File: config.mk
export PLATFORM = sky130hd
export DESIGN_NAME = sweep_ctrl
export DESIGN_NICKNAME = d
export VERILOG_FILES = /design/src/rtl/sweep_ctrl.sv
export SDC_FILE = /design/constraint.sdc
export NUM_CORES = 1
export LEC_CHECK = 0
export ABC_AREA = 1
export CORE_ASPECT_RATIO = 0.5
export CORE_MARGIN = 2
export CORE_UTILIZATION = 40
export DETAILED_ROUTE_END_ITERATION = 7
export PLACE_DENSITY = 0.62
export REMOVE_ABC_BUFFERS = 1
export SLEW_MARGIN = 20
export SYNTH_ARGS = -nofsm -noshare
export SYNTH_HDL_FRONTEND = slang
export SYNTH_SLANG_ARGS = --single-unit
File: constraint.sdc
create_clock -name clk -period 1.8 [get_ports clk]
set_input_delay 0.27 -clock clk [delete_from_list [all_inputs] [get_ports clk]]
set_output_delay 0.27 -clock clk [all_outputs]
set_load 0.05 [all_outputs]
File: src/rtl/sweep_ctrl.sv
// sweep_ctrl: sequences an 8-bit up/down counter through triangle sweeps between lo and hi
// Optional feature macro: SWEEP_DWELL_EN (hold DWELL extra cycles at each non-final turnaround)
// Ports:
//   clk, clr            clock (rising edge) and asynchronous active-high reset
//   start, stop         single-cycle sweep request / abort request
//   lo, hi, cycles      bounds and sweep count (0 = continuous), latched on accepted start
//   count               counter output fed back to time turnarounds
//   ld, mode, din       counter load enable, direction (1 = up), load data
//   busy, done, err     not idle, final-sweep-complete pulse, rejected-start pulse
//   sweeps              completed sweeps modulo 16
module sweep_ctrl #(
    parameter int WIDTH = 8,
    parameter int DWELL = 4
) (
    input  logic             clk,
    input  logic             clr,
    input  logic             start,
    input  logic             stop,
    input  logic [WIDTH-1:0] lo,
    input  logic [WIDTH-1:0] hi,
    input  logic [3:0]       cycles,
    input  logic [WIDTH-1:0] count,
    output logic             ld,
    output logic             mode,
    output logic [WIDTH-1:0] din,
    output logic             busy,
    output logic             done,
    output logic             err,
    output logic [3:0]       sweeps
);
`ifdef SWEEP_DWELL_EN
    typedef enum logic [2:0] {IDLE, LOAD, UP, DOWN, HOLD_HI, HOLD_LO} state_t;
    localparam int TW = (DWELL > 1) ? $clog2(DWELL) : 1;
    logic [TW-1:0] tmr, tmr_n;
`else
    typedef enum logic [2:0] {IDLE, LOAD, UP, DOWN} state_t;
    logic unused_dwell;
    assign unused_dwell = (DWELL != 0);
`endif
    state_t state, state_n;
    logic ld_n, mode_n, done_n, err_n;
    logic [WIDTH-1:0] din_n, lo_q, lo_n, hi_q, hi_n;
    logic [3:0] cyc_q, cyc_n, sweeps_n, sw_inc;
    assign sw_inc = sweeps + 4'd1;
    always_ff @(posedge clk or posedge clr) begin
        if (clr) begin
            state  <= IDLE;
            ld     <= 1'b1;
            mode   <= 1'b0;
            din    <= '0;
            busy   <= 1'b0;
            done   <= 1'b0;
            err    <= 1'b0;
            sweeps <= '0;
            lo_q   <= '0;
            hi_q   <= '0;
            cyc_q  <= '0;
`ifdef SWEEP_DWELL_EN
            tmr    <= '0;
`endif
        end else begin
            state  <= state_n;
            ld     <= ld_n;
            mode   <= mode_n;
            din    <= din_n;
            busy   <= (state_n != IDLE);
            done   <= done_n;
            err    <= err_n;
            sweeps <= sweeps_n;
            lo_q   <= lo_n;
            hi_q   <= hi_n;
            cyc_q  <= cyc_n;
`ifdef SWEEP_DWELL_EN
            tmr    <= tmr_n;
`endif
        end
    end
    always_comb begin
        state_n  = state;
        ld_n     = ld;
        mode_n   = mode;
        din_n    = din;
        done_n   = 1'b0;
        err_n    = 1'b0;
        sweeps_n = sweeps;
        lo_n     = lo_q;
        hi_n     = hi_q;
        cyc_n    = cyc_q;
`ifdef SWEEP_DWELL_EN
        tmr_n    = tmr;
`endif
        case (state)
            IDLE: begin
                if (start && !stop) begin
                    if (hi > lo) begin
                        lo_n     = lo;
                        hi_n     = hi;
                        cyc_n    = cycles;
                        sweeps_n = '0;
                        din_n    = lo;
                        state_n  = LOAD;
                    end else begin
                        err_n = 1'b1;
                    end
                end
            end
            LOAD: begin
                if (stop) begin
                    din_n   = lo_q;
                    state_n = IDLE;
                end else begin
                    ld_n    = 1'b0;
                    mode_n  = 1'b1;
                    state_n = UP;
                end
            end
            UP: begin
                // The counter steps on this edge too, so parking at count+1 avoids a step back.
                if (stop) begin
                    ld_n    = 1'b1;
                    din_n   = count + WIDTH'(1);
                    state_n = IDLE;
                end else if (count == hi_q - WIDTH'(1)) begin
`ifdef SWEEP_DWELL_EN
                    if (DWELL > 0) begin
                        ld_n    = 1'b1;
                        din_n   = hi_q;
                        tmr_n   = '0;
                        state_n = HOLD_HI;
                    end else begin
                        mode_n  = 1'b0;
                        state_n = DOWN;
                    end
`else
                    mode_n  = 1'b0;
                    state_n = DOWN;
`endif
                end
            end
            DOWN: begin
                if (stop) begin
                    ld_n    = 1'b1;
                    din_n   = count - WIDTH'(1);
                    state_n = IDLE;
                end else if (count == lo_q + WIDTH'(1)) begin
                    sweeps_n = sw_inc;
                    if (cyc_q != 4'd0 && sw_inc == cyc_q) begin
                        ld_n    = 1'b1;
                        din_n   = lo_q;
                        done_n  = 1'b1;
                        state_n = IDLE;
                    end else begin
`ifdef SWEEP_DWELL_EN
                        if (DWELL > 0) begin
                            ld_n    = 1'b1;
                            din_n   = lo_q;
                            tmr_n   = '0;
                            state_n = HOLD_LO;
                        end else begin
                            mode_n  = 1'b1;
                            state_n = UP;
                        end
`else
                        mode_n  = 1'b1;
                        state_n = UP;
`endif
                    end
                end
            end
`ifdef SWEEP_DWELL_EN
            // ld is still high on the exit edge, so the held value lasts DWELL+1 cycles.
            HOLD_HI: begin
                if (stop) begin
                    state_n = IDLE;
                end else if (tmr == TW'(DWELL - 1)) begin
                    ld_n    = 1'b0;
                    mode_n  = 1'b0;
                    state_n = DOWN;
                end else begin
                    tmr_n = tmr + TW'(1);
                end
            end
            HOLD_LO: begin
                if (stop) begin
                    state_n = IDLE;
                end else if (tmr == TW'(DWELL - 1)) begin
                    ld_n    = 1'b0;
                    mode_n  = 1'b1;
                    state_n = UP;
                end else begin
                    tmr_n = tmr + TW'(1);
                end
            end
`endif
            default: state_n = IDLE;
        endcase
    end
endmodule
# Yosys cells after proc, flatten, opt, wreduce, memory -nomap -nowiden
# Index checks and enable logic that the tools add are counted.
[word_totals] regBits=40 inputBits=32 output_inout_bits=17 elab_cells=91
[op_classes] add_sub_neg=5 magnitude_cmp=1 n_eq_ne=18 muxes=42 reduce_logical=14
[op_table] operator="2-to-1 mux 8 bit" n=7
[op_table] operator="one-hot mux 8 bit (4 select lines)" n=1
[op_table] operator="inequality test 2 bit, second input constant" n=10
[op_table] operator="2-to-1 mux 1 bit" n=18
[op_table] operator="2-to-1 mux 3 bit" n=6
[op_table] operator="adder 8 x 1 -> 8 bit, second input constant" n=2
[op_table] operator="equality test 8 bit" n=2
[op_table] operator="2-to-1 mux 4 bit" n=4
[op_table] operator="subtractor 8 x 1 -> 8 bit, second input constant" n=2
[op_table] operator="AND reduction 7 bit" n=2
[op_table] operator="one-hot mux 3 bit (4 select lines)" n=1
[op_table] operator="AND reduction 5 bit" n=2
[op_table] operator="greater-than comparator 8 bit" n=1
[op_table] operator="one-hot mux 4 bit (2 select lines)" n=1
[op_table] operator="nonzero test 4 bit" n=2
[op_table] operator="equality test 3 x 2 -> 1 bit, second input constant" n=2
[op_table] operator="inequality test 3 bit, second input constant" n=2
[op_table] operator="one-hot mux 1 bit (3 select lines)" n=2
[op_table] operator="nonzero test 3 bit" n=2
[op_table] operator="adder 4 x 1 -> 4 bit, second input constant" n=1
[op_table] operator="equality test 4 bit" n=1
[op_table] operator="2-to-1 mux 2 bit" n=2
[op_table] operator="equality test 3 x 1 -> 1 bit, second input constant" n=1
[op_table] operator="zero test 3 bit" n=1
[op_table] operator="other kinds (4)" n=5

# Logic depth before layout (Yosys ltp)
[depth] ltp_word=8 mapped_depth=15 mapped_depth_nobuf=14

# Worst setup path before layout
# Ideal clock, no wire load.
[synth_path] kind="register to register" startpoint="reg sweeps[0]" endpoint="reg ld" setup_time_ps=76 arrival_ps=1956 required_time_ps=1724 slack_ps=-232 stages_incl_launch_ff=15 n_path_buf=1 period_less_slack_ps=2032 cell_sequence="dfrtp_1 -> ha_1 -> inv_1 -> nor2_1 -> nor2_1 -> nand2_1 -> nor2_1 -> nand3_1 -> nand3_1 -> nand2_1 -> inv_1 -> buf_2 -> nand3_1 -> nand2_1 -> nand2_1"
[synth_between] elab_chain_len=5
[synth_rtl] element="from (decl)" line="29" source="output logic [3:0] sweeps"
[synth_rtl] element="from (signal assigned)" line="69" source="sweeps <= sweeps_n;"
[synth_rtl] element="adder 4 x 1 -> 4 bit" line="44" source="assign sw_inc = sweeps + 4'd1;"
[synth_rtl] element="equality test 4 bit" line="147" source="if (cyc_q != 4'd0 && sw_inc == cyc_q) begin"
[synth_rtl] element="logical AND 1 bit" line="147"
[synth_rtl] element="inequality test 3 bit (no source line)"
[synth_rtl] element="AND reduction 5 bit (no source line)"
[synth_rtl] element="to (signal assigned)" line="63" source="ld <= ld_n;"
[synth_rtl] element="to (decl)" line="23" source="output logic ld,"
# No other way between the ends.
# A chain may end at the register's enable or synchronous reset.

# Final worst setup path
[layout_path] startpoint="reg lo_q[0]" endpoint="reg din[5]"
[layout_between] elab_chain_len=4
[layout_rtl] element="from (decl)" line="42" source="logic [WIDTH-1:0] din_n, lo_q, lo_n, hi_q, hi_n;"
[layout_rtl] element="from (signal assigned)" line="70" source="lo_q <= lo_n;"
[layout_rtl] element="adder 8 x 1 -> 8 bit" line="145" source="end else if (count == lo_q + WIDTH'(1)) begin"
[layout_rtl] element="equality test 8 bit" line="145"
[layout_rtl] element="inequality test 3 bit (no source line)"
[layout_rtl] element="AND reduction 7 bit (no source line)"
[layout_rtl] element="to (signal assigned)" line="65" source="din <= din_n;"
[layout_rtl] element="to (decl)" line="25" source="output logic [WIDTH-1:0] din,"
# No other way between the ends.

==> summary.md <==
| Metric | Value |
|---|---|
| Rows | 22 |
| First-pass DRT Iterations | 5 |
| CP startpoint kind | register |
| Worst path cell trace | ha_4 -> nand2_1 -> nand2_1 -> nand2_2 -> nor2_2 -> nand3_2 -> nor2_2 -> nand3_2 -> nand2_4 -> nand3_4 -> nand2_2 -> nand2_2 |
| Vias per Instance | between 4 and 5 |
| Post-Route Skew | approximately 0.0066 ns |
| Post-route cell area | 0.00480 mm2 |
| WP buf/inv | 0 |
| Total CTS buffers | 5 |
| Port Buffers | 48 |
| Fin Hold WS | roughly 0.24 ns |
| Cell Area, Synth | 0.00303 mm2 |
| Mean Syn Cell Area | about 6.6 um2 |
| Tcrit/Tclk final | 102% |
| Initial antenna violation count | 1 |
| Cell with the most instances after synthesis | nand2_1 |
| Placed inst area | 0.00411 mm2 |
| Biggest area consumer among synthesized cells | dfrtp_1 |
| Worst EP arrival | ~2.0 ns |
| Hold crit path type | input pin to asynchronous set/reset pin |
| Core footprint | 0.00732 mm2 |
| Clock root buffer | clkbuf_16 |
| Fin. Hold Viols | 0 |
| Die H | 65.5 um |
| P&R area growth vs syn | 58.5% |
| Synthesized flop and latch total | 40 |
| Ys Warns | 0 |
| CP most frequent cell | nand2_2 |
| CP Capture Type | register |
| TritonCTS clock tree | yes |
| DR DRC count | 0 |
| First-pass GRT wire length | 15,800 um |
| # IOs | 49 |
| Post-synthesis mux area share | 0.330% |
| Max-cap violations | 0 |
| Die ar. | ~0.0083 mm2 |
| Synth top area share | 32.2% |
| Failing checks | setup timing |
| Adder-Cell Fraction of Synth Area | between 5 and 6% |
| Most frequent cells after synthesis | nand2_1 (133), inv_1 (65), nor2_1 (49), nand3_1 (44), dfrtp_1 (39) |
| Total power | roughly 4.2 mW |
| Maximum resistive drop on vdd | 0.397 mV |
| Nets | 636 |
| CTS max path bufs | 2 |
| Crit-path max FO | 8 |
| Pwr per Cell Area | about 870 mW/mm2 |
| Clock latency on the worst-skew pair | 0.29 ns |
| Setup violations, final | 9 |
| Sequential area share after synthesis | about a third |
| Synth Area in Compound Gates | under 10% |
| DIE WIDTH | 127 um |
| Post-synth cell types | 33 |
| Post-DRT Antenna Nets | 0 |
| Unrepaired setup endpoints after global routing | true |
| Util after Layout | 65.6% |
| Synth Area in Simple Gates | 37.5% |
| Pre-CTS WS | -0.676 ns |
| Clk pin slew, worst setup/hold paths | 0.06 ns |
| Number of synthesized flops with an enable pin | 0 |
| Crit path max-delay family | simple AND/OR/NAND/NOR gates |
| H-tree levels | 2 |
| Largest net degree at the start of global routing | 24 |
| Max stage delay cell, worst path | dfrtp_1 |
| Share of layout cells above drive strength 1 | 30.9% |
| Worst Max-Slew Pin Slew | 0.542 ns |
| Clk sinks | 40 |
| Filler cells | approximately 680 |
| Routed wire length | ~10000 um |
| Max Slew Vio Count | 0 |
| Ranking of synthesized cells by area | dfrtp_1 (32%), nand2_1 (16%), inv_1 (8.1%), nand3_1 (7.3%), nor2_1 (6.1%) |
| P_leak | 2.47 nW |
| Outcome | finished, violations left |
| Xor/xnor share of the synthesized area | 4.34% |
| Max_slew headroom | between 60% and 70% |
| Routed WL per cell | 14.4 um |
| Vias | 3,418 |
| Largest family of logic cells by synthesized area | simple AND/OR/NAND/NOR gates |
| Mapped Cells | 459 |
| Global Route Usage Sum | 24.9% |
| Crit path largest cell delay | roughly 0.42 ns |
| Req. time, crit path | 1.98 ns |
| Placer Congestion | 0.939 |
| Ys flop type | dfrtp_1 |
| Vias in the first global route | roughly 3.1k |
| Initial Util | roughly 41% |
| Fmax | 543 MHz |
| Kind of critical path | register to register |
| Drt first-iter violations | 180 |
| Dpl hpwl | around 7200 um |
| Congestion Overflow GR | 0 |
| PnR worst setup slack | -0.0408 ns |
| Fraction of registers with async set/reset | 100% |
| Post-layout min period | around 1.8 ns |
## final timing paths
kind / slack [ns] / startpoint / depth (start not counted) / end
hold reg to reg: 0.48 / din[0]$_DFFE_PP0P_ / 2 / din[0]$_DFFE_PP0P_
hold / removal: 0.24 / clr / 2 / cyc_q[3]$_DFFE_PP0P_
setup / recovery: -0.04 / lo_q[0]$_DFFE_PP0P_ / 12 / din[5]$_DFFE_PP0P_
setup reg to reg: -0.04 / lo_q[0]$_DFFE_PP0P_ / 12 / din[5]$_DFFE_PP0P_
min in group clk: 0.30 / hi[3] / 3 / hi_q[3]$_DFFE_PP0P_
max in group asynchronous: 1.08 / clr / 3 / din[3]$_DFFE_PP0P_
## power breakdown
group          leakage [nW]  switching (mW)  internal [mW]
registers             0.488           0.190           1.10
logic                  1.89            1.04          0.758
clock network        0.0871           0.394          0.695
## layout by cell type, fill, tap and decap left out, types with 6 or more instances in the layout
cell and count:
dfrtp_1 39, nand3_2 10, nor2_2 12, nand4_1 15
clkdlybuf4s50_1 22, nor2_4 6, ha_1 8, a21oi_1 17
nor2_1 36, o21ai_0 15, xnor2_1 7, buf_6 6
buf_4 84, nand2_1 121, nand3_1 33, a21oi_2 6
xor2_1 8, inv_1 55, inv_2 12, nand2_2 10
dlygate4sd2_1 10
## through the flow
step / setup TNS (ns) / cells
after detailed placement: -22.26 / 662
after global placement: -20.96 / 662
after CTS: -0.557 / 682
final: -0.232 / 689
after floorplan: -10.23 / 449
after global routing: -2.64 / 688
## repair_timing
action / 4_1_cts / 5_1_grt
endpoints found under the setup margin: 35 / 38
hold buffers: 0 / 0
resized for setup: 65 / 46
pin swaps: 31 / 38
cloned: 3 / 0
endpoints found under the hold margin: 0 / 0
buffers inserted: 9 / 6
## state kept, by name, summed over array words and instances (netlist names)
name    flops
cyc_q       4
ld          1
err         1
mode        1
lo_q        8
state       3
din         8
done        1
sweeps      4
hi_q        8
busy        1
## layout make-up
type	instances	area [um2]	area share (%)
Antenna cell	1	2.50	0.0521
Clock buffer	6	139	2.89
Clock inverter	2	38.8	0.808
Inverter	67	251	5.24
Multi-Input combinational cell	342	2020	42.1
Sequential cell	40	1000	20.9
Tap cell	96	120	2.50
Timing Repair Buffer	135	1230	25.5
## cells by family (layout without fill, tap and decap cells)
logic type / after synthesis / after routing
simple gates: 261 / 261
buf+inv: 77 / 210
compound gates: 51 / 51
flops: 40 / 40
xor+xnor: 15 / 15
fa+ha+maj: 13 / 13
other cells: 1 / 2
mux: 1 / 1
## metal layers
metal / vias up / GRT usage, % / share of wire, %
met5: - / 0 / 0
met4: 0 / 5.91 / 0.79
met3: 8 / 4.89 / 6.2
met2: 97 / 38.9 / 44
met1: 1567 / 35.8 / 49
li1: 1746 / - / -
Power figures use the tool's default switching activity.
